File: config.mk
export PLATFORM = sky130hd
export DESIGN_NAME = sa_psum_accumulator
export DESIGN_NICKNAME = d
export VERILOG_FILES = /design/src/rtl/sa_pkg.sv /design/src/rtl/sa_psum_accumulator_sat_adder.sv /design/src/rtl/sa_psum_accumulator.sv
export SDC_FILE = /design/constraint.sdc
export NUM_CORES = 1
export LEC_CHECK = 0
export CORE_MARGIN = 1
export CORE_UTILIZATION = 52
export DETAILED_ROUTE_END_ITERATION = 6
export PLACE_DENSITY = 0.81
export SYNTH_ARGS = -nofsm -noshare
export SYNTH_HDL_FRONTEND = slang
export SYNTH_SLANG_ARGS = --single-unit
File: constraint.sdc
create_clock -name i_clk -period 10.21 [get_ports i_clk]
set_input_delay 2.042 -clock i_clk [delete_from_list [all_inputs] [get_ports i_clk]]
set_output_delay 2.042 -clock i_clk [all_outputs]
set_load 0.05 [all_outputs]
File: src/rtl/sa_pkg.sv
// Shared types and default widths for the systolic-array partial-sum accumulator.
package sa_pkg;

  typedef enum logic {IDLE, ACC} acc_state_t;

  localparam int PROD_W = 8;
  localparam int ACC_W  = 24;
  localparam int LEN_W  = 16;

endpackage

File: src/rtl/sa_psum_accumulator_sat_adder.sv
// Unsigned ACC_W + PROD_W adder with carry-out overflow and optional clamp to all-ones.
module sat_adder #(
  parameter int PROD_W = 8,
  parameter int ACC_W  = 24,
  parameter bit SAT_EN = 1'b1
) (
  input  logic [ACC_W-1:0]  i_a,
  input  logic [PROD_W-1:0] i_b,
  output logic [ACC_W-1:0]  o_sum,
  output logic              o_ovf
);

  logic [ACC_W:0] w_full;

  always_comb begin
    w_full = {1'b0, i_a} + {{(ACC_W + 1 - PROD_W){1'b0}}, i_b};
    o_ovf  = w_full[ACC_W];
    if (SAT_EN && w_full[ACC_W]) o_sum = '1;
    else                         o_sum = w_full[ACC_W-1:0];
  end

endmodule

File: src/rtl/sa_psum_accumulator.sv
// Per-PE product accumulator: sums a programmable number of products per context
// and hands each result to the drain path through a one-entry output register.
module sa_psum_accumulator
  import sa_pkg::*;
#(
  parameter int PROD_W = sa_pkg::PROD_W,
  parameter int ACC_W  = sa_pkg::ACC_W,
  parameter int LEN_W  = sa_pkg::LEN_W,
  parameter bit SAT_EN = 1'b1
) (
  input  logic              i_clk,
  input  logic              i_rstn,
  input  logic [PROD_W-1:0] i_prod,
  input  logic              i_prod_valid,
  output logic              o_prod_ready,
  input  logic [LEN_W-1:0]  i_len,
  output logic [ACC_W-1:0]  o_acc,
  output logic              o_ovf,
  output logic              o_acc_valid,
  input  logic              i_acc_ready,
  output logic              o_busy
);

  acc_state_t        r_state;
  logic [ACC_W-1:0]  r_acc;
  logic [LEN_W-1:0]  r_cnt;
  logic [LEN_W-1:0]  r_len;
  logic              r_ovf;
  logic [ACC_W-1:0]  r_out_acc;
  logic              r_out_ovf;
  logic              r_out_full;

  logic [LEN_W-1:0]  w_len_eff;
  logic              w_final_pending;
  logic              w_beat;
  logic              w_drain;
  logic [ACC_W-1:0]  w_add_a;
  logic [ACC_W-1:0]  w_sum;
  logic              w_carry;
  logic              w_ovf_prev;

  always_comb begin
    w_len_eff       = (i_len == '0) ? LEN_W'(1) : i_len;
    w_final_pending = (r_state == ACC) ? (r_cnt == r_len - LEN_W'(1))
                                       : (w_len_eff == LEN_W'(1));
    // The first beat of a context adds to zero, so the open accumulator is never read in IDLE.
    w_add_a         = (r_state == ACC) ? r_acc : '0;
    w_ovf_prev      = (r_state == ACC) && r_ovf;
  end

  assign o_prod_ready = !(w_final_pending && r_out_full && !i_acc_ready);
  assign w_beat       = i_prod_valid && o_prod_ready;
  assign w_drain      = r_out_full && i_acc_ready;

  sat_adder #(
    .PROD_W (PROD_W),
    .ACC_W  (ACC_W),
    .SAT_EN (SAT_EN)
  ) u_sat_adder (
    .i_a   (w_add_a),
    .i_b   (i_prod),
    .o_sum (w_sum),
    .o_ovf (w_carry)
  );

  always_ff @(posedge i_clk or negedge i_rstn) begin
    if (!i_rstn) begin
      r_state    <= IDLE;
      r_acc      <= '0;
      r_cnt      <= '0;
      r_len      <= '0;
      r_ovf      <= 1'b0;
      r_out_acc  <= '0;
      r_out_ovf  <= 1'b0;
      r_out_full <= 1'b0;
    end else begin
      // A final beat coinciding with a drain overwrites the register and keeps it full.
      if (w_beat && w_final_pending) begin
        r_out_acc  <= w_sum;
        r_out_ovf  <= w_ovf_prev || w_carry;
        r_out_full <= 1'b1;
      end else if (w_drain) begin
        r_out_full <= 1'b0;
      end

      case (r_state)
        IDLE: begin
          if (w_beat && !w_final_pending) begin
            r_acc   <= w_sum;
            r_cnt   <= LEN_W'(1);
            r_len   <= w_len_eff;
            r_ovf   <= 1'b0;
            r_state <= ACC;
          end
        end
        ACC: begin
          if (w_beat) begin
            if (w_final_pending) begin
              r_cnt   <= '0;
              r_state <= IDLE;
            end else begin
              r_acc <= w_sum;
              r_cnt <= r_cnt + LEN_W'(1);
              r_ovf <= r_ovf || w_carry;
            end
          end
        end
        default: r_state <= IDLE;
      endcase
    end
  end

  assign o_acc       = r_out_acc;
  assign o_ovf       = r_out_ovf;
  assign o_acc_valid = r_out_full;
  assign o_busy      = (r_state == ACC);

endmodule

# Word-level counts from Yosys, hierarchy flattened
# Cells that the tools add are included.
# classes
n_reduce_logical,17
add_sub_neg,3
eq_ne,5
bitwise_logic,1
n_mux,22
# ops
op,count
24-bit two-way mux,5
16-bit two-way mux,4
24-bit one-hot mux with 2 select lines,1
16-bit one-hot mux with 2 select lines,1
24-bit by 8-bit adder with 25-bit output,1
"16-bit by 1-bit adder with 16-bit output, second input constant",1
"16-bit by 1-bit == test with 1-bit output, second input constant",1
16-bit == test,1
16-bit zero test,1
"16-bit by 1-bit subtractor with 16-bit output, second input constant",1
1-bit two-way mux,9
1-bit logical AND,7
"2-bit inequality test, second input constant",2
1-bit one-hot mux with 2 select lines,2
2-bit AND reduction,2
1-bit zero test,3
3-bit AND reduction,1
1-bit logical OR,2
"2-bit by 1-bit inequality test with 1-bit output, second input constant",1
2-bit nonzero test,1
1-bit NOT,1
# word_totals
reg_bits,84
out_inout_bits,28
input_bits,28
word_cells,56

# Longest topological paths before layout
# logic_depth
word_depth,11
mapped_depth,16
mapped_depth_nobuf,13

# Cells and area by module
# Synthesis repeated with hierarchy kept, for this count alone.
# unflattened
cells_unflattened,545
hier_area_um2,5492.8
# by_module_without_submodules
module,seq_area_each_um2,area_per_inst_um2,instances,cells_per_inst
sa_psum_accumulator,2102.0,4560.6,1,417
sat_adder,0.0,932.1,1,128

# Worst setup path before layout
# OpenSTA, ideal clock, no wires.
# synth_path
path_type,input port to output port
start,input port i_len[4]
end,output port o_prod_ready
n_path_buf,0
setup_slack_ps,5183
t_arrival_ps,2985
stages,6
required_ps,8168
cell_sequence,nor4_1 > nand4_1 > inv_1 > nand2_1 > nand2_1 > nand2_1
# synth_via
elab_chain_cells,7
# synth_rtl
item,line,text
"start, declared",sa_psum_accumulator.sv:16,"input logic [LEN_W-1:0] i_len,"
16-bit zero test,sa_psum_accumulator.sv:43,w_len_eff = (i_len == '0) ? LEN_W'(1) : i_len;
16-bit two-way mux *,sa_psum_accumulator.sv:43,
16-bit by 1-bit == test with 1-bit output *,sa_psum_accumulator.sv:45,: (w_len_eff == LEN_W'(1));
1-bit two-way mux *,sa_psum_accumulator.sv:44,w_final_pending = (r_state == ACC) ? (r_cnt == r_len - LEN_W'(1))
1-bit logical AND * (2 in series),sa_psum_accumulator.sv:51,assign o_prod_ready = !(w_final_pending && r_out_full && !i_acc_ready);
1-bit zero test *,sa_psum_accumulator.sv:51,
"end, declared",sa_psum_accumulator.sv:15,"output logic o_prod_ready,"
# Mark *: on every way between the ends. The rest lies on a longest branch, timed or not.

# Worst setup path after layout
# Same ends and word-level chain as after synthesis.

==> metrics.md <==
| Metric | Value |
|---|---|
| Prevailing post-synth register cell | dfrtp_1 |
| Required @ worst endpoint | 8170 ps |
| Post-synthesis sequential area ratio | 0.417 |
| Layout cell share with drive strength beyond 1 | 0.114 |
| Post-CTS resize count | 0 |
| Unrepaired setup endpoints after global routing | false |
| Final min period | about 6200 ps |
| Vias in the first global route | between 4000 and 5000 |
| Status | completed |
| CTS H-tree lvls | 3 |
| Die area | 10100 µm² |
| Cell Area, Synth | between 5000 and 6000 µm² |
| Filler cells | 782 |
| Starting Density | 0.540 |
| Final core occ | 0.625 |
| All-Layer GR Usage | 0.242 |
| Bufs on Longest Clock Path | 2 |
| PwrDens | ~170 nW/µm² |
| Period utilisation layout | 0.611 |
| Setup TNS | 0 ps |
| Root buffer cell | clkbuf_8 |
| Std cell rows | 35 |
| Net count after synthesis | roughly 590 |
| Synth top area share | 0.417 |
| WL per Instance | ~16 µm |
| Core ar. | between 9000 and 10000 µm² |
| Crit path launch type | input port |
| First-pass GRT wire length | just under 20000 µm |
| DRC viols | 0 |
| Routed Antenna Nets | 0 |
| Hold crit path type | reg -> reg |
| Die X | 100 µm |
| Hold buffer count at cts | 0 |
| CTS Buf Count | 9 |
| Worst vdd ir | around 0.13 mV |
| Via/cell ratio | 5.84 |
| Initial antenna violation count | 0 |
| Worst-Margin Slew | about 1100 ps |
| RD Place Congestion | approximately 0.84 |
| Worst Min Path Start | o_acc[4]$_DFFE_PN0P_ |
| DRT Wirelength | between 10000 and 15000 µm |
| CP Data Arrival Time | ~4200 ps |
| Ys async rst share | 1.00 |
| Sink Count | 84 |
| Most instantiated cells after synthesis | 84 x dfrtp_1, 55 x nand2_1, 49 x nor2_1 |
| Library cells used by synthesis | 64 |
| Fmax | roughly 0.16 GHz |
| YS warnings | 0 |
| GRT overflow | 0 |
| Reg-to-reg slack, setup | approximately 6400 ps |
| Worst setup EP type | primary output |
| R2R cell count | 11 |
| Min-Delay Endpoint | o_acc[4]$_DFFE_PN0P_ |
| Pre-antenna DRT Iters | 4 |
| Yosys reg bits | 84 |
| Power, Total | just under 1000 µW |
| DP HPWL | slightly above 8000 µm |
| Clock latency on the worst-skew pair | between 300 and 400 ps |
| DIE HEIGHT | around 100 µm |
| Mapped Cells | 550 |
| Starting DRC count in detailed routing | between 200 and 300 |
| Clk_skew | around 14 ps |
| Crit path max fanout | 4 |
| N_diodes | 0 |
| Largest net degree at the start of global routing | 85 |
| Final setup violation count | 0 |
| Io pins | 56 |
| Post-CTS Setup Inserts | 0 |
| Final Max Slew Viols | 0 |
| Syn avg cell area | 9.16 µm² |
| Setup CP Type | in -> out |
| Port Buffers | 55 |
| Static leakage | 0.00241 µW |
| Worst r2r src | r_len[0]$_DFFE_PN0P_ |
| Vias after detailed routing | ~4200 |
| Hold-critical path depth | 2 |
| Final hold vios | 0 |
| EDFF count, synth | 0 |
| Yosys top cell by area | dfrtp_1 |
| Layout area overhead | 15.6% |
| Top post-synthesis cells by area | dfrtp_1 42%, nand2_1 4.1%, nor2_1 3.7%, mux2_2 3.6%, a21oi_1 3.3% |
| Final #Nets | around 630 |
| Worst relative slew slack | 0.290 |
| CTS tree | built |
| Worst-path clk slew | 100 ps |
| Critical R2R Capture | r_acc[17]$_DFFE_PN0P_ |
| Most frequent cell after synthesis | dfrtp_1 |
| Max-cap violations | 0 |
-- cell families after synthesis --
group | synth area share
buffers and inverters | 0.0474
and+or+nand+nor | 0.222
adders and majority gates | 0.0288
DFF | 0.417
xor gates and xnor gates | 0.0556
muxes | 0.0440
AOI/OAI and AO/OA | 0.185
-- cells in the final DEF, fill, tap and decap left out, types with 3 or more instances in the layout --
master	n
dfrtp_1	84
nand2_1	55
clkdlybuf4s50_1	54
nor2_1	49
a21oi_1	33
o21ai_1	22
inv_1	21
nand3_1	19
xnor2_1	18
o21ai_0	17
mux2_2	16
xor2_1	14
a21oi_2	13
nor3_1	12
and2_1	11
and3_1	11
nand4_1	10
ha_1	10
clkbuf_8	9
or4_1	8
nand2b_1	7
o211ai_1	7
o21a_1	7
nor4_1	6
or3_1	5
a21o_1	5
a31oi_1	5
buf_4	5
o21ai_2	4
nor2b_1	3
mux2i_1	3
nor4b_1	3
a21boi_1	3
o31ai_1	3
-- flip-flops by register name, indices dropped and copies added, names as in the netlist, named ones only --
signal       count
r_len           16
r_cnt           16
o_ovf            1
r_ovf            1
o_acc           24
o_acc_valid      1
r_acc           24
-- critical path: stages --
cell and delay (ps):
clkdlybuf4s50_1 420, nor4_1 400, nand4_1 220, inv_1 150, nand2_1 110, nand2_1 100
nand2_1 60, clkdlybuf4s50_1 700
-- how the worst max path moves through the flow --
stage               startpoint           end  slack (ps)  cells past startpoint
global route          i_len[4]  o_prod_ready        3830                      8
finish                i_len[4]  o_prod_ready        3970                      8
floorplan             i_len[4]  o_prod_ready        5180                      6
CTS                   i_len[4]  o_prod_ready        3940                      8
detailed placement    i_len[4]  o_prod_ready        3940                      8
global placement      i_len[4]  o_prod_ready        4010                      8
-- through the flow --
stage | worst slack [ps] | hold slack, ps | cells | area (µm²)
finish | 3970 | 496 | 727 | 5830
global route | 3830 | 528 | 727 | 5830
CTS | 3940 | 502 | 727 | 5830
detailed placement | 3940 | 475 | 711 | 5620
global placement | 4010 | 463 | 711 | 5620
floorplan | 5180 | 481 | 550 | 5040
-- final cells by class --
class / instances / area (µm²) / area share
Clock buffer: 9 / 124 / 0.0213
Clock inverter: 7 / 83.8 / 0.0144
Inverter: 21 / 78.8 / 0.0135
Multi-Input combinational cell: 418 / 2700 / 0.463
Sequential cell: 84 / 2100 / 0.361
Tap cell: 129 / 161 / 0.0277
Timing Repair Buffer: 59 / 578 / 0.0992
-- report_power, final --
group	switching [µW]	internal (µW)	total [µW]
clock network	134	117	252
logic	161	133	294
registers	52.9	378	431
-- layer usage --
layer	wire, µm	up-vias	global-route usage
met5	0	-	0
met2	5930	109	0.421
li1	-	2049	-
met1	4790	2064	0.293
met3	563	22	0.0494
met4	216	0	0.0981
Note: power is estimated with default switching activity, not from simulation.
